<file path="src/rtl/spi_ram_host.sv">
// spi_ram_host: SPI master that serialises RAM commands into 11-bit frames and captures read-data replies
//   clk, rst          system clock, synchronous active-high reset
//   req_valid/ready   command handshake; req_op selects the command, req_data the address/data byte
//   rsp_valid/data    one-cycle pulse carrying the byte read back from MISO
//   busy              frame or inter-frame gap in progress
//   ss_n, MOSI, MISO  serial interface to the slave subsystem
module spi_ram_host #(
  parameter int TURN_CYCLES = 2,
  parameter int GAP_CYCLES  = 1
) (
  input  logic       clk,
  input  logic       rst,
  input  logic       req_valid,
  output logic       req_ready,
  input  logic [1:0] req_op,
  input  logic [7:0] req_data,
  output logic       rsp_valid,
  output logic [7:0] rsp_data,
  output logic       busy,
  output logic       ss_n,
  output logic       MOSI,
  input  logic       MISO
);
  typedef enum logic [2:0] {IDLE, SHIFT, TURN, CAPTURE, GAP} state_e;
  localparam logic [3:0] TURN_LAST = 4'(TURN_CYCLES - 1);
  localparam logic [3:0] GAP_LAST  = 4'(GAP_CYCLES - 1);
  state_e      state_q;
  logic [10:0] shift_q;
  logic [3:0]  cnt_q;
  logic [6:0]  cap_q;
  logic [7:0]  rsp_data_q;
  logic        ss_n_q, rsp_valid_q, rd_q;
  assign req_ready = (state_q == IDLE) && !rst;
  assign busy      = state_q != IDLE;
  assign ss_n      = ss_n_q;
  // Zero fill means the register is all-zero once the frame has shifted out,
  // so MOSI is low everywhere outside SHIFT without extra gating.
  assign MOSI      = shift_q[10];
  assign rsp_valid = rsp_valid_q;
  assign rsp_data  = rsp_data_q;
  always_ff @(posedge clk) begin
    if (rst) begin
      state_q     <= IDLE;
      shift_q     <= '0;
      cnt_q       <= '0;
      cap_q       <= '0;
      rsp_data_q  <= '0;
      ss_n_q      <= 1'b1;
      rsp_valid_q <= 1'b0;
      rd_q        <= 1'b0;
    end else begin
      rsp_valid_q <= 1'b0;
      case (state_q)
        IDLE: if (req_valid) begin
          state_q <= SHIFT;
          shift_q <= {req_op[1], req_op, (req_op == 2'b11) ? 8'h00 : req_data};
          rd_q    <= req_op == 2'b11;
          ss_n_q  <= 1'b0;
          cnt_q   <= 4'd10;
        end
        SHIFT: begin
          shift_q <= {shift_q[9:0], 1'b0};
          if (cnt_q == 4'd0) begin
            state_q <= rd_q ? TURN : GAP;
            ss_n_q  <= !rd_q;
            cnt_q   <= rd_q ? TURN_LAST : GAP_LAST;
          end else begin
            cnt_q <= cnt_q - 4'd1;
          end
        end
        TURN: begin
          state_q <= (cnt_q == 4'd0) ? CAPTURE : TURN;
          cnt_q   <= (cnt_q == 4'd0) ? 4'd7 : cnt_q - 4'd1;
        end
        CAPTURE: begin
          cap_q <= {cap_q[5:0], MISO};
          if (cnt_q == 4'd0) begin
            rsp_data_q  <= {cap_q, MISO};
            rsp_valid_q <= 1'b1;
            state_q     <= GAP;
            ss_n_q      <= 1'b1;
            cnt_q       <= GAP_LAST;
          end else begin
            cnt_q <= cnt_q - 4'd1;
          end
        end
        GAP: begin
          state_q <= (cnt_q == 4'd0) ? IDLE : GAP;
          cnt_q   <= cnt_q - 4'd1;
        end
        default: state_q <= IDLE;
      endcase
    end
  end
endmodule

</file>
<file path="config.mk">
export PLATFORM = sky130hd
export DESIGN_NAME = spi_ram_host
export DESIGN_NICKNAME = d
export VERILOG_FILES = /design/src/rtl/spi_ram_host.sv
export SDC_FILE = /design/constraint.sdc
export NUM_CORES = 1
export LEC_CHECK = 0
export CORE_MARGIN = 8
export CORE_UTILIZATION = 46
export DETAILED_ROUTE_END_ITERATION = 8
export GPL_TIMING_DRIVEN = 0
export PLACE_DENSITY = 0.77
export REMOVE_ABC_BUFFERS = 1
export SLEW_MARGIN = 20
export SYNTH_ARGS = -nofsm -noshare
export SYNTH_HDL_FRONTEND = slang
export SYNTH_SLANG_ARGS = --single-unit
</file>
<file path="constraint.sdc">
create_clock -name clk -period 2.4 [get_ports clk]
set_input_delay 0.48 -clock clk [delete_from_list [all_inputs] [get_ports clk]]
set_output_delay 0.48 -clock clk [all_outputs]
set_load 0.005 [all_outputs]
</file>
# After elaboration in Yosys (flattened, before gate mapping)
# Cells that the tools add are included.
# op_classes
add_sub_neg,1
multipliers,0
div,0
n_lt_le_gt_ge,0
n_eq_ne,8
shift,0
muxes,21
bitwise,1
reduce_logical,16
# ops
cell,n
11-bit one-hot mux with 2 select lines,1
4-bit one-hot mux with 5 select lines,1
4-bit two-way mux,4
3-bit two-way mux,5
3-bit one-hot mux with 5 select lines,1
11-bit two-way mux,1
8-bit two-way mux,1
2-bit AND reduction,4
3-bit by 2-bit equality test with 1-bit output (second input constant),2
1-bit two-way mux,6
2-bit != test (second input constant),3
3-bit nonzero test,2
5-bit nonzero test,1
4-bit logical NOT,1
4-bit AND reduction,1
4-bit by 1-bit subtractor with 4-bit output (second input constant),1
3-bit by 1-bit equality test with 1-bit output (second input constant),1
3-bit equality test (second input constant),1
3-bit logical NOT,1
1-bit one-hot mux with 3 select lines,1
3-bit AND reduction,1
2-bit equality test (second input constant),1
1-bit logical NOT,2
2-bit nonzero test,1
other kinds (3),3
# totals
register_bits,36
latch_bits,0
mem_bits_rw,0
mem_bits_ro,0
in_bits,14
out_inout_bits,13
wordCells,55
memories,0

# Depth between registers and ports, before layout
# depth
depth_word,4
depth_mapped,7
mapped_depth_nobuf,5

# Worst setup path after synthesis
# No wires, ideal clock.
# synth_path
kind,reg2reg
startpoint,register cnt_q[0]
endpoint,register cnt_q[2]
setup_time_ns,0.117
arrival_time_ns,1.488
t_required_ns,2.283
setup_slack_ns,0.795
path_stages_with_launch,7
path_buffers,1
synth_period_minus_slack_ns,1.605
path_cell_list,dfxtp_1 inv_1 ha_1 or3b_1 buf_2 a211o_1 a32o_1
# synth_between
elab_chain_cells,3
elab_cells_between_ends,6
cone_classes,add/sub (1); mux (4); reduce/logical (1)
# synth_rtl
item,line_no,text
from (decl),29,logic [3:0] cnt_q;
from (signal assigned),66,cnt_q <= rd_q ? TURN_LAST : GAP_LAST;
from (signal assigned),68,cnt_q <= cnt_q - 4'd1;
from (signal assigned),73,cnt_q <= (cnt_q == 4'd0) ? 4'd7 : cnt_q - 4'd1;
4-bit by 1-bit subtractor with 4-bit output or 4-bit logical NOT (tied branches),n/a,
4-bit two-way mux (on tied branches),"77, 63, 73",
4-bit one-hot mux with 5 select lines *,53,case (state_q)
# Mark *: on every way between the ends. The rest lies on a longest branch, timed or not.
# A chain may end at the register's enable or synchronous reset.

# Final worst setup path
# layout_path
startpoint,register state_q[2]
endpoint,output req_ready
# layout_between
elab_chain_cells,2
# layout_rtl
item,line_no,text
from (decl),27,state_e state_q;
from (signal assigned),64,state_q <= rd_q ? TURN : GAP;
from (signal assigned),72,state_q <= (cnt_q == 4'd0) ? CAPTURE : TURN;
from (signal assigned),88,state_q <= (cnt_q == 4'd0) ? IDLE : GAP;
3-bit logical NOT,33,assign req_ready = (state_q == IDLE) && !rst;
1-bit logical AND,33,
to (decl),14,"output logic req_ready,"
# No other way between the ends.

==> key figures <==
Outcome
  – Outcome: finished clean

Timing
  – Unrepaired setup endpoints after global routing: no
  – Final Hold Fails: 0
  – Hold WS: between 400 and 500 ps
  – Final setup violating endpoints: 0
  – Slew margin rel.: 0.371
  – Min Tclk post-route: 2320 ps
  – Pins Over Slew Limit: 0
  – Clk_skew: 4.30 ps
  – Period utilization: 0.965
  – Worst-Margin Slew: around 940 ps
  – Post-Route Setup TNS: 0 ps
  – Max Fclk: 0.432 GHz

Clocking
  – CTS max path bufs: 2
  – Post-CTS Setup Bufs: 0
  – Worst-Skew Late Latency: 280 ps
  – Clock root buffer: clkbuf_8
  – Num CTS Buffers: 5
  – H-tree levels: 2
  – Clk sinks: 36
  – Reg clk slew, reported paths: 60 ps
  – CTS tree: yes

Drt
  – Initial DRC Count: 155
  – Routed len/inst: around 13 µm
  – Vias: 1509
  – Post-route ant nets: 0
  – DRC Markers: 0
  – Wirelength, routed: 3640 µm
  – DRT Pass-1 Iters: 4
  – Via density: 5.57

Critical path
  – R2r startpoint: cnt_q[0]$_SDFFE_PP0P_
  – Req. time, crit path: roughly 1900 ps
  – Crit. End Element: output port
  – R2R Setup Slk: 410 ps
  – CP max FO: 20
  – R2R depth: 5
  – Arrival @ worst endpoint: 1840 ps
  – CP Class: reg2out
  – Critical path's slowest cell: clkdlybuf4s50_1
  – Critical Path Max Stage Delay: 510 ps
  – R2R Path End: cnt_q[0]$_SDFFE_PP0P_
  – Worst path top cell family by delay: simple AND/OR/NAND/NOR gates
  – Worst-path cell chain: or3_1 -> nor2_1 -> clkdlybuf4s50_1
  – Crit path buf inv count: 1
  – CP Launch Type: flop

Synth
  – Cell Area, Synth: around 1700 µm²
  – Synth area leader: dfxtp_1
  – Seq/Total Area, Yosys: 0.424
  – Top-area cell type share of the netlist area: 0.424
  – Synth area leaders: dfxtp_1 42%, a21oi_1 7.4%, nand2_1 5.5%
  – Synth warn: 0
  – Synth async-reset ratio: 0
  – Yosys reg bits: 36
  – Syn Area/Cell: 8.18 µm²
  – Ys flop type: dfxtp_1
  – Netlist cell types: 40
  – Cell count after synthesis: 208
  – Number of flops mapped to enable cells by yosys: 0

Global routing
  – Vias in the first global route: between 1000 and 1500
  – Wire length of the first global-routing pass: about 6200 µm
  – Total track usage: 0.126
  – Antenna violations before repair: 0
  – Global route overflow: 0
  – Largest net degree at the start of global routing: 37

Placement
  – Number of port buffers: 26
  – Hpwl dp: between 2000 and 2500 µm
  – Placed instance area: slightly below 2000 µm²
  – Placed Cells: 264
  – RePlAce Congestion: 0.749

Final layout
  – Cell Count, Final, Fillers Out: 271
  – Diodes inserted: 0
  – Final #Nets: 239
  – Design Area, Final: 2030 µm²
  – Fin util: 0.564
  – Layout area overhead: 19.5%
  – Fillers: 330
  – Layout cells sized above 1: 0.0852

Min path
  – Min-delay src: cap_q[6]$_SDFFE_PP0P_
  – WHS Path Cells: 2
  – Hold worst-path end: cap_q[6]$_SDFFE_PP0P_
  – Worst hold path type: reg2reg

Floorplan
  – I/O pin cnt: 27
  – DIE WIDTH: 76.8 µm
  – FP Rows: 22
  – Die area: 5900 µm²
  – Core footprint: approximately 3600 µm²
  – Initial Utilization: 0.472
  – Die Ht: 76.8 µm

Pwr
  – Leak: 0.696 nW
  – PD cells: 774 nW/µm²
  – Max VDD drop: 0.396 mV

Run
  – Max cap viols: 0
[how the worst max path moves through the flow]
stage	end	depth (start not counted)	from
2_1_floorplan	cnt_q[2]$_SDFFE_PP0P_	5	cnt_q[0]$_SDFFE_PP0P_
3_3_place_gp	req_ready	3	rst
3_5_place_dp	shift_q[10]$_SDFFE_PP0P_	4	req_valid
4_1_cts	req_ready	3	state_q[0]$_SDFFE_PP0P_
5_1_grt	shift_q[10]$_SDFFE_PP0P_	4	req_valid
6_report	req_ready	3	state_q[2]$_SDFFE_PP0P_
[layout by cell type, fill, tap and decap left out, drive strengths merged, types with 2 or more instances in the layout]
cell / n
and3b: 2
a211o: 2
a21oi: 25
a31oi: 4
a311oi: 6
nor3b: 4
nand2: 25
clkdlybuf4s50: 25
nor2b: 2
dfxtp: 36
or3b: 2
inv: 6
nand2b: 2
ha: 2
or3: 3
nor3: 5
nor4: 3
nand3: 18
or2: 2
o21ai: 16
nor2: 10
clkbuf: 7
o311a: 3
[per-layer routing]
metal	up-vias	track usage	share of wire
met2	34	0.190	0.45
met1	694	0.151	0.48
met5	-	0	0
met3	4	0.0571	0.062
li1	777	-	-
met4	0	0.0500	0.0085
[metrics by stage]
stage	setup WS, ps	total power, mW
final	83.8	1.57
after global routing	3.42	1.67
after CTS	2.24	1.58
after detailed placement	-132	1.13
after global placement	-547	1.12
after floorplan	726	0.986
[cell usage after synthesis (2+ instances only)]
cell type,number
nand2b_1,2
nor4_1,3
o21ai_0,16
nor3_1,5
nand3_1,18
a311oi_1,6
nor2_1,10
or3_1,3
a211o_1,2
nand2_1,25
nor2b_1,2
buf_4,2
inv_1,6
and3b_1,2
ha_1,2
buf_2,7
dfxtp_1,36
a31oi_1,4
nor3b_1,2
o311a_1,3
or2_2,2
clkbuf_1,8
a21oi_1,25
[report_power, final]
| group | leakage [nW] | internal (mW) | switching (mW) |
|---|---|---|---|
| registers | 0.295 | 0.654 | 0.0662 |
| clock network | 0.0503 | 0.255 | 0.198 |
| logic | 0.351 | 0.178 | 0.224 |
| total | 0.696 | 1.09 | 0.488 |
[logic make-up (layout without fill, tap and decap cells)]
group | after synthesis | count (layout) | share of synthesized area
AOI/OAI and AO/OA | 62 | 62 | 0.229
xor gates and xnor gates | 1 | 1 | 0.00515
adders and majority gates | 2 | 2 | 0.0147
buffers and inverters | 24 | 39 | 0.0625
DFF | 36 | 36 | 0.424
and+or+nand+nor | 83 | 83 | 0.265
[state kept, by name, indices dropped and copies added, names as in the netlist]
signal     cells
cap_q          7
cnt_q          4
rd_q           1
rsp_data       8
rsp_valid      1
shift_q       11
ss_n           1
state_q        3
[worst reg2reg max path: stages, from the launching register on]
cell and delay [ps]:
dfxtp_1 350, inv_1 90, ha_1 170, nor3b_2 750, o21ai_0 270, a221oi_2 280
[timing repair]
action | in CTS | in global routing
endpoints found under the setup margin | 1 | 2
hold endpoints to repair | 0 | 0
resized for setup | 1 | 2
hold buffers | 0 | 0
[cell type report]
type	instances	area [µm²]	share of cell area
clock buffers	7	96.3	0.0474
inverters	6	22.5	0.0111
multi-input cells	148	875	0.430
flip-flops and latches	36	724	0.356
well taps	48	60.1	0.0295
repair buffers	26	255	0.126
Note: power is estimated with default switching activity, not from simulation.
